--- src/rtl/cv32e40x_ex_fu_sched_pkg.sv ---
// Shared types for the EX-stage functional-unit scheduler: unit indices,
// scheduler FSM states and the unit-select normalisation helper.
package cv32e40x_ex_fu_sched_pkg;

  localparam int unsigned FU_NUM = 5;

  typedef enum logic [2:0] {
    FU_ALU = 3'd0,
    FU_MUL = 3'd1,
    FU_DIV = 3'd2,
    FU_LSU = 3'd3,
    FU_CSR = 3'd4
  } fu_idx_e;

  typedef enum logic [1:0] {
    EX_IDLE    = 2'd0,
    EX_MC_BUSY = 2'd1,
    EX_MC_DONE = 2'd2
  } ex_sched_state_e;

  // Decoder emits all-zero for plain ALU ops; map that onto the ALU bit.
  function automatic logic [FU_NUM-1:0] fu_sel_norm(input logic [FU_NUM-1:0] fu_sel);
    fu_sel_norm = (fu_sel == '0) ? FU_NUM'(1) : fu_sel;
  endfunction

endpackage

--- src/rtl/cv32e40x_ex_fu_sched_if.sv ---
// Request/response handshake between the EX scheduler and its functional units.
interface cv32e40x_ex_fu_sched_if;
  import cv32e40x_ex_fu_sched_pkg::*;

  logic [FU_NUM-1:0] fu_valid;
  logic [FU_NUM-1:0] unit_ready;
  logic [FU_NUM-1:0] unit_valid;

  modport master (output fu_valid, input unit_ready, input unit_valid);
  modport slave  (input fu_valid, output unit_ready, output unit_valid);

endinterface

--- src/rtl/cv32e40x_ex_fu_sched_sat_counter.sv ---
// Saturating up-counter with synchronous clear; clear has priority over increment.
module cv32e40x_sat_counter #(
  parameter int unsigned WIDTH = 6
) (
  input  logic             clk,
  input  logic             rst_n,
  input  logic             clr_i,
  input  logic             inc_i,
  output logic [WIDTH-1:0] cnt_o
);

  logic [WIDTH-1:0] cnt_q, cnt_d;

  always_comb begin
    cnt_d = cnt_q;
    if (clr_i) begin
      cnt_d = '0;
    end else if (inc_i && (cnt_q != {WIDTH{1'b1}})) begin
      cnt_d = cnt_q + WIDTH'(1);
    end
  end

  always_ff @(posedge clk or negedge rst_n) begin
    if (!rst_n) begin
      cnt_q <= '0;
    end else begin
      cnt_q <= cnt_d;
    end
  end

  assign cnt_o = cnt_q;

endmodule

--- src/rtl/cv32e40x_ex_fu_sched.sv ---
// EX-stage scheduler: steers the ID/EX instruction to one functional unit,
// tracks multicycle MUL/DIV ops and generates the EX/WB handshake.
module cv32e40x_ex_fu_sched
  import cv32e40x_ex_fu_sched_pkg::*;
#(
  parameter int unsigned CNT_W = 6
) (
  input  logic                       clk,
  input  logic                       rst_n,
  input  logic                       instr_valid_i,
  input  logic [FU_NUM-1:0]          fu_sel_i,
  input  logic                       exc_i,
  input  logic                       kill_ex_i,
  input  logic                       halt_ex_i,
  input  logic                       wb_ready_i,
  cv32e40x_ex_fu_sched_if.master     fu_if,
  output logic                       ex_ready_o,
  output logic                       ex_valid_o,
  output logic                       ex_wb_we_o,
  output logic                       wb_instr_valid_o,
  output logic                       mc_busy_o,
  output logic [CNT_W-1:0]           ex_cycles_o
);

  ex_sched_state_e   state_q, state_d;
  logic              wb_instr_valid_q, wb_instr_valid_d;
  logic              iv;
  logic [FU_NUM-1:0] sel;
  logic              unit_done;
  logic              sel_mc;

  assign iv        = instr_valid_i & ~kill_ex_i & ~halt_ex_i;
  assign sel       = fu_sel_norm(fu_sel_i);
  assign unit_done = |(sel & fu_if.unit_valid);
  assign sel_mc    = sel[FU_MUL] | sel[FU_DIV];

  // Exceptions travel as NOPs: no unit sees a request, but EX still completes.
  assign fu_if.fu_valid = sel & {FU_NUM{iv & ~exc_i}};
  assign ex_valid_o     = iv & (exc_i | unit_done);
  assign ex_ready_o     = kill_ex_i | (~halt_ex_i & wb_ready_i & (&fu_if.unit_ready));
  assign ex_wb_we_o     = ex_valid_o & wb_ready_i;

  always_comb begin
    wb_instr_valid_d = wb_instr_valid_q;
    if (ex_wb_we_o) begin
      wb_instr_valid_d = 1'b1;
    end else if (wb_ready_i) begin
      wb_instr_valid_d = 1'b0;
    end
  end

  // Dropping the request on kill/halt aborts the unit, so the FSM restarts too.
  always_comb begin
    state_d = state_q;
    case (state_q)
      EX_IDLE: begin
        if (iv && !exc_i && sel_mc && !unit_done) state_d = EX_MC_BUSY;
      end
      EX_MC_BUSY: begin
        if (unit_done) state_d = wb_ready_i ? EX_IDLE : EX_MC_DONE;
      end
      EX_MC_DONE: begin
        if (wb_ready_i) state_d = EX_IDLE;
      end
      default: state_d = EX_IDLE;
    endcase
    if (!iv) state_d = EX_IDLE;
  end

  always_ff @(posedge clk or negedge rst_n) begin
    if (!rst_n) begin
      state_q          <= EX_IDLE;
      wb_instr_valid_q <= 1'b0;
    end else begin
      state_q          <= state_d;
      wb_instr_valid_q <= wb_instr_valid_d;
    end
  end

  assign wb_instr_valid_o = wb_instr_valid_q;
  assign mc_busy_o        = (state_q != EX_IDLE);

  cv32e40x_sat_counter #(
    .WIDTH (CNT_W)
  ) u_ex_cycles (
    .clk   (clk),
    .rst_n (rst_n),
    .clr_i (ex_wb_we_o | kill_ex_i | ~instr_valid_i),
    .inc_i (instr_valid_i & ~ex_wb_we_o),
    .cnt_o (ex_cycles_o)
  );

  a_fu_valid_onehot: assert property (@(posedge clk) disable iff (!rst_n)
    $onehot0(fu_if.fu_valid));
  a_valid_not_killed: assert property (@(posedge clk) disable iff (!rst_n)
    ex_valid_o |-> !kill_ex_i);
  a_done_is_mc: assert property (@(posedge clk) disable iff (!rst_n)
    (state_q == EX_MC_DONE) |-> sel_mc);

endmodule

--- src/flat_wrapper.sv ---
// flat-port wrapper written by rule: the top's interface ports become plain ports
module cv32e40x_ex_fu_sched_flat import cv32e40x_ex_fu_sched_pkg::*;
#(
  parameter int unsigned CNT_W = 6
)
  (clk, rst_n, instr_valid_i, fu_sel_i, exc_i, kill_ex_i, halt_ex_i, wb_ready_i, ex_ready_o, ex_valid_o, ex_wb_we_o, wb_instr_valid_o, mc_busy_o, ex_cycles_o, fu_if_fu_valid, fu_if_unit_ready, fu_if_unit_valid);
  cv32e40x_ex_fu_sched_if fu_if_i ();
  input  logic clk;
  input  logic rst_n;
  input  logic instr_valid_i;
  input  logic [FU_NUM-1:0] fu_sel_i;
  input  logic exc_i;
  input  logic kill_ex_i;
  input  logic halt_ex_i;
  input  logic wb_ready_i;
  output logic ex_ready_o;
  output logic ex_valid_o;
  output logic ex_wb_we_o;
  output logic wb_instr_valid_o;
  output logic mc_busy_o;
  output logic [CNT_W-1:0] ex_cycles_o;
  output wire logic [$bits(fu_if_i.fu_valid)-1:0] fu_if_fu_valid;
  input wire logic [$bits(fu_if_i.unit_ready)-1:0] fu_if_unit_ready;
  input wire logic [$bits(fu_if_i.unit_valid)-1:0] fu_if_unit_valid;
  assign fu_if_fu_valid = fu_if_i.fu_valid;
  assign fu_if_i.unit_ready = fu_if_unit_ready;
  assign fu_if_i.unit_valid = fu_if_unit_valid;
  cv32e40x_ex_fu_sched #(.CNT_W(CNT_W)) u_core (.clk(clk), .rst_n(rst_n), .instr_valid_i(instr_valid_i), .fu_sel_i(fu_sel_i), .exc_i(exc_i), .kill_ex_i(kill_ex_i), .halt_ex_i(halt_ex_i), .wb_ready_i(wb_ready_i), .fu_if(fu_if_i), .ex_ready_o(ex_ready_o), .ex_valid_o(ex_valid_o), .ex_wb_we_o(ex_wb_we_o), .wb_instr_valid_o(wb_instr_valid_o), .mc_busy_o(mc_busy_o), .ex_cycles_o(ex_cycles_o));
endmodule
--- config.mk ---
export PLATFORM = sky130hd
export DESIGN_NAME = cv32e40x_ex_fu_sched_flat
export DESIGN_NICKNAME = d
export VERILOG_FILES = /design/src/rtl/cv32e40x_ex_fu_sched_pkg.sv /design/src/rtl/cv32e40x_ex_fu_sched_if.sv /design/src/rtl/cv32e40x_ex_fu_sched_sat_counter.sv /design/src/rtl/cv32e40x_ex_fu_sched.sv /design/src/flat_wrapper.sv
export SDC_FILE = /design/constraint.sdc
export NUM_CORES = 1
export LEC_CHECK = 0
export BUFFER_PORTS_ARGS = -buffer_cell sky130_fd_sc_hd__buf_2
export CAP_MARGIN = 20
export CORE_MARGIN = 2
export CORE_UTILIZATION = 27
export DETAILED_ROUTE_END_ITERATION = 16
export GPL_TIMING_DRIVEN = 0
export HOLD_SLACK_MARGIN = 0.08
export PLACE_DENSITY = 0.58
export SETUP_SLACK_MARGIN = 0.2
export SLEW_MARGIN = 20
export SYNTH_ARGS = -nofsm -noshare
export SYNTH_HDL_FRONTEND = slang
export SYNTH_SLANG_ARGS = --single-unit
export TNS_END_PERCENT = 5
--- constraint.sdc ---
create_clock -name clk -period 1.85 [get_ports clk]
set_input_delay 0.2775 -clock clk [delete_from_list [all_inputs] [get_ports clk]]
set_output_delay 0.2775 -clock clk [all_outputs]
set_load 0.05 [all_outputs]
==> results.ini, run 1 <==
[status]
outcome = complete, no violations

[synth]
yosys_most_used_dff = dfrtp_1
synth-compound-area-share_pct = 18.8
yosysWarnings = 0
syn_area_um2 = 626
synth_edf_count = 0
synth-seq-cells = 9
muxShareOfSynthArea_pct = 5.00
synth_cell_types = 31
synth-async-reset-ratio_pct = 100
syn_nets = 86
synth-simple-area-share_pct = 33.6
synth_top_family_by_area = simple AND/OR/NAND/NOR gates
synthAdderAreaFrac_pct = 2.00
avgSynthCellArea_um2 = 9.93
ys_seq_area_share_pct = 36.0
synthCells = 63
synth_xor_area_share_pct = 2.80

[cells_and_area]
insertedDiodeCount = 0
drive_gt1_share_pct = 51.8
multiInputGateArea_um2 = 410
ff_latch_area_um2 = 225
synthToLayoutAreaGrowth_pct = 55.2
fin_cells = 138
final_area_um2 = 971
fill_cells = 238
final_util_pct = 44.3
fin_nets = 134

[clock_tree]
clk_pin_slew_worst_paths_ps = 60
cts_root_buf = clkbuf_4
cts-htree-levels = 1
cts_buffer_depth = 2
tritoncts = done
cts_buffers = 3
worstSkewPairLatency_ps = 250
clock-sinks = 9

[floorplan]
core_area_um2 = 2190
num_rows = 17
io_pins = 38
start_util_pct = 28.6
die_x_um = 52.1
die-area_um2 = 2720
fp.dieH_um = 52.1

[detailed_routing]
drc_errors = 0
wirelength_um = 1500
drt-vias-per-instance = 4.68
antenna_left = 0
routedWlPerCell_um = 10.9
vias = 646
drt-initial-drc-count = 4
dr.pass1.iters = 4

[critical_path]
critPathArrivalTime_ps = 1340
worstPathRequired_ps = 1570
endpoint_kind = output pin
cp_max_fo = 3
critPathLaunchType = primary input
crit_type = primary input to output pin

[sta]
holdWs_ps = 328
rsz0062_at_grt = yes
worst_pin_slew_ps = 352
finalHoldViolations = 0
setup_tns_ps = 0
drv_slew = 0
setup_viol = 0
slew-limit-headroom_pct = 76.5
max_freq_mhz = 619
fin_crit_sh_pct = 87.4
min_period_ps = 1620
skew_ps = 2.20

[min_path]
hp-class = primary input to register

[job]
max-cap-violations = 0

[grt]
antenna_found_initial = 0
gr-usage-all-layers_pct = 13.0
grt_pass1_vias = 604
grt-ovfl-total = 0
grt_pass1_wl_um = 2590
grt_max_degree = 10

[placed_design]
placed_cell_area_um2 = 861
dp.cells = 128
place_congestion = 0.683
io_buffer_count = 37

[power_and_ir_drop]
ir_worst_vdd_v = 0.000164
powerDensity_nw_per_um2 = 500
leakagePower_nw = 0.530

[worst max-delay path, stage by stage]
cell and delay, ps:
buf_6 90, nand2b_4 130, buf_8 110, or2_4 240, a31oi_4 170, and2_4 170
buf_8 140
[Yosys cell counts, types with 2 or more instances]
library cell,n,area (um2)
nor2_1,5,18.8
nand2_1,3,11.3
nor4b_1,2,17.5
nand2b_1,2,12.5
nor3_1,7,35.0
inv_1,2,7.51
o21ai_0,2,10.0
or2_2,2,12.5
mux2i_1,2,20.0
and3_1,7,43.8
dfrtp_1,9,225
[per-stage QoR]
stage,worst slack [ps],total power [mW]
finish,234,0.486
global route,188,0.518
CTS,217,0.490
detailed placement,59.1,0.326
global placement,53.4,0.325
floorplan,63.0,0.276
[where the power goes]
group / leakage [nW] / switching, mW / internal (mW) / total (mW)
Clock: 0.0150 / 0.0628 / 0.0827 / 0.146
Combinational: 0.390 / 0.0799 / 0.0572 / 0.137
Sequential: 0.124 / 0.00273 / 0.200 / 0.203
[metal layers]
layer	share of wire (%)	wire (um)	vias up	track usage [%]
met1	41	610	284	15.3
met3	9.0	135	4	1.72
met4	2.5	38	0	10.3
met2	48	713	31	21.1
met5	0	0	-	0
li1	-	-	327	-
[final timing paths]
check | depth (start not counted) | end | slack (ps) | start
max | 7 | ex_wb_we_o | 230 | kill_ex_i
min | 4 | u_core.state_q[0] | 330 | exc_i
max reg2reg | 5 | u_core.u_ex_cycles.cnt_o[2] | 380 | u_core.u_ex_cycles.cnt_o[0]
min reg2reg | 1 | u_core.state_q[0] | 480 | u_core.state_q[1]
max in group asynchronous | 2 | u_core.u_ex_cycles.cnt_o[2] | 1270 | rst_n
min in group asynchronous | 2 | u_core.u_ex_cycles.cnt_o[3] | 410 | rst_n
[cells by family (layout without fill, tap and decap cells)]
logic type      after synthesis  count (layout)
compound gates               10              10
xor+xnor                      2               2
fa+ha+maj                     1               1
buf+inv                       3              50
flops                         9               9
mux                           3               3
simple gates                 35              35
[layout make-up]
class	instances	share of cell area, %
Inverter	2	0.773
Buffer	1	1.55
Timing Repair Buffer	43	25.9
Tap cell	28	3.61
Multi-Input combinational cell	51	42.3
Sequential cell	9	23.2
Clock buffer	4	2.71
[cell usage in the layout, fill, tap and decap left out, types with 3 or more instances in the layout]
cell type / netlist / layout
nor2_1: 5 / 5
nor3_1: 7 / 7
and3_1: 7 / 7
dfrtp_1: 9 / 9
buf_4: 0 / 6
buf_2: 0 / 34
nand2_1: 3 / 3
clkbuf_4: 0 / 3
[registers in the layout (all words and copies together), names as in the netlist]
signal	count
u_core.state_q	2
u_core.u_ex_cycles.cnt_o	6
u_core.wb_instr_valid_o	1
[repair_timing]
action                                  CTS  global route
hold endpoints to repair                  9             0
hold buffers                              1             0
pin swaps                                 4             5
endpoints found under the setup margin    3             3
gates resized for setup                   7             3
setup buffers                             4             1
Power figures use the tool's default switching activity.
==> inputs of run 2 (changes only) <==
REMOVE_ABC_BUFFERS = 1   (was not set)
==> results.ini, run 2 (same netlist as run 1, synthesis figures left out) <==
[power_and_ir_drop]
pwr-share-clk_pct = 29.2  ; -0.8 points
internal_power_mw = 0.343  ; +0.90%
p_seq_share_pct = 41.8  ; about the same
sw_frac_of_total_pct = 29.4  ; -0.56 points
share_comb_of_total_power_pct = 29.0  ; +0.8 points
p_total_mw = 0.486  ; +0.11%
switchingPower_mw = 0.143  ; -1.8%
leakagePower_nw = 0.542  ; +2.2%
ir_worst_vdd_v = 0.000177  ; +7.9%
powerDensity_nw_per_um2 = 496  ; -0.79%

[critical_path]
cp_max_fo = 3  ; unchanged
ff2ff_setup_slack_ps = 360  ; -20 ps
timing.rr.end = u_core.u_ex_cycles.cnt_o[2]
crit_chain = buf_8 -> nor4_4 -> o21ai_2 -> a31oi_2 -> and2_4 -> buf_8
endpoint_kind = output pin
worstPathRequired_ps = 1570  ; about the same
max_stage_delay_ps = 320  ; +80 ps
crit_buf_inv = 2  ; -1
crit_slowest_cell = nor4_4
rr_worst_depth = 5  ; unchanged
critPathArrivalTime_ps = 1360  ; +20 ps
cp_top_family = simple AND/OR/NAND/NOR gates
cp_common_cell = buf_8
crit_type = primary input to output pin
rr_startpoint = u_core.u_ex_cycles.cnt_o[0]
critPathLaunchType = primary input
setup.worst_path.start = fu_sel_i[3]

[floorplan]
die_x_um = 52.1  ; unchanged
die-area_um2 = 2720  ; unchanged
fp.dieH_um = 52.1  ; unchanged
num_rows = 17  ; unchanged
core_area_um2 = 2190  ; unchanged
io_pins = 38  ; unchanged
start_util_pct = 28.6  ; unchanged

[detailed_routing]
dr.pass1.iters = 4  ; unchanged
met1_length_um = 672  ; +10%
topRoutingLayerUsed = met3
drt-vias-per-instance = 4.84  ; +3.5%
drt-initial-drc-count = 11  ; +7
antenna_left = 0  ; unchanged
route.met3.wl_um = 128  ; -5.2%
drc_errors = 0  ; unchanged
dr_wl_met2_um = 889  ; +25%
vias = 678  ; +5.0%
routedWlPerCell_um = 12.1  ; +11%
wirelength_um = 1690  ; +13%

[placed_design]
placed_cell_area_um2 = 842  ; -2.2%
io_buffer_count = 37  ; unchanged
pre_cts_slack_ps = -13.3  ; -72.5 ps
place_congestion = 0.659  ; -3.5%
dp_hpwl_um = 1320

[clock_tree]
clock-sinks = 9  ; unchanged
clk_pin_slew_worst_paths_ps = 50  ; about the same
tritoncts = done
cts-htree-levels = 1  ; unchanged
cts_root_buf = clkbuf_4
cts_buffer_depth = 2  ; unchanged
worstSkewPairLatency_ps = 250  ; about the same
cts_buffers = 3  ; unchanged

[sta]
finalHoldViolations = 0  ; unchanged
rsz0062_at_grt = yes
worst_pin_slew_ps = 372  ; +20.1 ps
max_freq_mhz = 612  ; -1.0%
slew-limit-headroom_pct = 75.2  ; -1.3 points
fin_ws_ps = 217  ; -16.7 ps
min_period_ps = 1630  ; +16.7 ps
fin_crit_sh_pct = 88.3  ; +0.90 points
setup_viol = 0  ; unchanged
skew_ps = 2.78  ; +0.585 ps
holdWs_ps = 345  ; +16.3 ps
drv_slew = 0  ; unchanged

[grt]
grt_pass1_vias = 691  ; +14%
antenna_found_initial = 0  ; unchanged
grt_max_degree = 10  ; unchanged
grt_pass1_wl_um = 2880  ; +11%
gr-usage-all-layers_pct = 13.9  ; +0.92 points
grt-ovfl-total = 0  ; unchanged

[job]
max-cap-violations = 0  ; unchanged

[cells_and_area]
drive_gt1_share_pct = 52.7  ; +0.86 points
insertedDiodeCount = 0  ; unchanged
fill_cells = 235  ; -1.3%
layout_common_cells = buf_2, buf_4, dfrtp_1
layout_commonest_cell = buf_2
final_area_um2 = 980  ; +0.90%
fin_nets = 136  ; +1.5%
synthToLayoutAreaGrowth_pct = 56.6
largest_reg_flops = 6  ; unchanged

[status]
outcome = complete, no violations

[min_path]
holdCritStartpoint = exc_i
holdPathEnd = u_core.state_q[0]
min_path_cells = 4  ; unchanged
hp-class = primary input to register

[run 2: worst max path at each step]
stage,depth (start not counted),to
after floorplan,4,ex_wb_we_o
after global routing,6,ex_wb_we_o
after detailed placement,6,ex_wb_we_o
after CTS,6,ex_wb_we_o
final,6,ex_wb_we_o
after global placement,6,ex_wb_we_o
[run 2: per-stage QoR]
stage               TNS, ps  std cells  utilization [%]
global placement          0        127             38.4
global route              0        140             44.7
detailed placement    -13.3        127             38.4
finish                    0        140             44.7
floorplan              -315         62                -
CTS                       0        136             42.3
[run 2: cell type report]
| class | instances | area (um2) | share of cell area, % |
|---|---|---|---|
| multi-input cells | 51 | 402 | 41.0 |
| clock buffers | 4 | 26.3 | 2.68 |
| inverters | 2 | 7.51 | 0.766 |
| flip-flops and latches | 9 | 225 | 23.0 |
| well taps | 28 | 35.0 | 3.58 |
| repair buffers | 46 | 284 | 29.0 |
[run 2: metal layers]
layer  track usage [%]  vias up
met2              26.4       29
met5                 0        -
met1              15.3      315
met3              3.16        0
met4              3.85        0
li1                  -      334
[run 2: power by group through the flow]
stage / Combinational (mW) / Sequential, mW / Clock, mW
global route: 0.152 / 0.204 / 0.164
floorplan: 0.0539 / 0.218 / 0
CTS: 0.130 / 0.203 / 0.149
global placement: 0.114 / 0.207 / 0
detailed placement: 0.117 / 0.207 / 0
finish: 0.141 / 0.203 / 0.142
[run 2: repair_timing]
| item | in CTS | in global routing |
|---|---|---|
| endpoints found under the setup margin | 3 | 3 |
| hold buffers | 1 | 0 |
| setup buffers | 4 | 4 |
| endpoints found under the hold margin | 9 | 0 |
| gates resized for setup | 6 | 9 |
| pin swaps | 4 | 4 |
[run 2: tightest hold or removal path, delay by kind of cell]
family	cells	cell delay, ps
simple gates	3	180
buf+inv	1	100
==> inputs of run 3 (changes only) <==
CELL_PAD_IN_SITES_DETAIL_PLACEMENT = 1   (was not set)
CELL_PAD_IN_SITES_GLOBAL_PLACEMENT = 2   (was not set)
CORE_UTILIZATION = 23   (was 27)
PLACE_DENSITY = 0.82   (was 0.58)
==> results.ini, run 3 (same netlist as run 1, synthesis figures left out) <==
[status]
outcome = complete, no violations

[clock_tree]
clock-sinks = 9  ; unchanged
clk_pin_slew_worst_paths_ps = 60  ; about the same
tritoncts = done
cts_buffers = 3  ; unchanged
cts_root_buf = clkbuf_4
cts-htree-levels = 1  ; unchanged
worstSkewPairLatency_ps = 250  ; about the same
cts_buffer_depth = 2  ; unchanged

[sta]
setup_viol = 0  ; unchanged
fin_crit_sh_pct = 86.3  ; -2.0 points
min_period_ps = 1600  ; -36.7 ps
fin_ws_ps = 254  ; +36.7 ps
drv_slew = 0  ; unchanged
worst_pin_slew_ps = 355  ; -17.4 ps
rsz0062_at_grt = no
slew-limit-headroom_pct = 76.3  ; +1.2 points
finalHoldViolations = 0  ; unchanged
skew_ps = 3.27  ; +0.484 ps
max_freq_mhz = 626  ; +2.3%

[critical_path]
critPathArrivalTime_ps = 1320  ; -40 ps
crit_slowest_cell = a221oi_4
ff2ff_setup_slack_ps = 320  ; -40 ps
max_stage_delay_ps = 250  ; -70 ps
setup.worst_path.start = fu_if_unit_valid[2]
rr_startpoint = u_core.u_ex_cycles.cnt_o[0]
crit_type = primary input to output pin
endpoint_kind = output pin
crit_chain = buf_2 -> a22o_1 -> a221oi_4 -> a31oi_4 -> and2_4 -> buf_8
crit_buf_inv = 2  ; unchanged
worstPathRequired_ps = 1570  ; about the same
timing.rr.end = u_core.u_ex_cycles.cnt_o[2]
critPathLaunchType = primary input
cp_top_family = compound AO/OA/AOI/OAI gates
rr_worst_depth = 5  ; unchanged
cp_max_fo = 3  ; unchanged

[min_path]
holdPathEnd = u_core.u_ex_cycles.cnt_o[2]
min_path_cells = 3  ; -1
holdCritStartpoint = instr_valid_i
hp-class = primary input to register

[cells_and_area]
fin_cells = 136  ; -2.9%
layout_commonest_cell = buf_2
largest_reg_flops = 6  ; unchanged
fill_cells = 314  ; +34%
final_util_pct = 37.3  ; -7.5 points
final_area_um2 = 940  ; -4.1%
insertedDiodeCount = 0  ; unchanged
layout_common_cells = buf_2, dfrtp_1, and3_1, nor3_1, nor2_1
fin_nets = 130  ; -4.4%
synthToLayoutAreaGrowth_pct = 50.2
drive_gt1_share_pct = 50.0  ; -2.7 points

[power_and_ir_drop]
p_total_mw = 0.476  ; -2.1%
ir_worst_vdd_v = 0.000190  ; +7.0%
powerDensity_nw_per_um2 = 506  ; +2.0%
leakagePower_nw = 0.509  ; -5.9%

[detailed_routing]
drt-initial-drc-count = 15  ; +4
wirelength_um = 1680  ; -0.71%
drt-vias-per-instance = 4.80  ; -0.85%
antenna_left = 0  ; unchanged
dr.pass1.iters = 3  ; -1
drc_errors = 0  ; unchanged
dr_wl_met2_um = 846  ; -4.8%
met1_length_um = 683  ; +1.6%
vias = 653  ; -3.7%
route.met3.wl_um = 126  ; -1.6%
topRoutingLayerUsed = met4
routedWlPerCell_um = 12.3  ; +2.2%

[grt]
grt-ovfl-total = 0  ; unchanged
grt_pass1_vias = 676  ; -2.2%
grt_max_degree = 10  ; unchanged
antenna_found_initial = 0  ; unchanged
grt_pass1_wl_um = 2820  ; -2.2%
gr-usage-all-layers_pct = 11.2  ; -2.8 points

[floorplan]
start_util_pct = 24.8  ; -3.8 points
fp.dieH_um = 56.2  ; +7.7%
die_x_um = 56.2  ; +7.7%
io_pins = 38  ; unchanged
num_rows = 18  ; +1
die-area_um2 = 3150  ; +16%
core_area_um2 = 2520  ; +15%

[placed_design]
placed_cell_area_um2 = 845  ; +0.30%
dp.cells = 129  ; +1.6%
io_buffer_count = 37  ; unchanged
dp_hpwl_um = 1410  ; +6.8%
pre_cts_slack_ps = -26.9  ; -13.6 ps
place_congestion = 0.676  ; +2.5%

[job]
max-cap-violations = 0  ; unchanged

-- run 3: changes by cell type in the layout (fill, tap and decap cells not counted), sizes merged --
cell	previous run	this run
buf	45	39
-- run 3: power breakdown --
part / switching [mW] / total (mW) / internal [mW]
clock: 0.0580 / 0.140 / 0.0824
sequential: 0.00308 / 0.203 / 0.200
combinational: 0.0800 / 0.132 / 0.0519
-- run 3: area by class of cell --
cell class | count | area [um2] | share of cell area (%)
inverter | 2 | 7.51 | 0.799
tap | 30 | 37.5 | 3.99
sequential | 9 | 225 | 24.0
timing repair buffer | 40 | 233 | 24.8
multi-input combinational | 51 | 410 | 43.7
clock buffer | 4 | 26.3 | 2.80
-- run 3: timing repair --
action,in CTS,in global routing
hold endpoints to repair,9,0
setup buffers,2,0
resized for setup,5,7
hold buffers,1,0
pin swaps,2,4
setup endpoints to repair,3,2
-- run 3: metal layers --
layer,vias up,GRT usage (%)
met1,302,12.0
li1,320,-
met5,-,0
met2,29,20.7
met4,0,5.10
met3,2,2.33
-- run 3: worst max-delay path by stage --
stage,end,slack (ps),cells after the start
global route,ex_wb_we_o,210,6
detailed placement,ex_wb_we_o,-30,6
CTS,ex_wb_we_o,210,6
floorplan,ex_wb_we_o,-310,4
finish,ex_wb_we_o,250,6
global placement,ex_wb_we_o,6,6
-- run 3: per-stage QoR --
stage | hold WS (ps) | setup TNS, ps
2_1_floorplan | -18.1 | -315
3_3_place_gp | 135 | 0
3_5_place_dp | 138 | -26.9
4_1_cts | 347 | 0
5_1_grt | 349 | 0
6_report | 353 | 0
-- run 3: worst register-to-register path: stages, from the launching register on --
cell and delay [ps]:
dfrtp_1 420, ha_1 240, and3_1 210, and3_1 250
o21ai_0 210, nor3_1 70
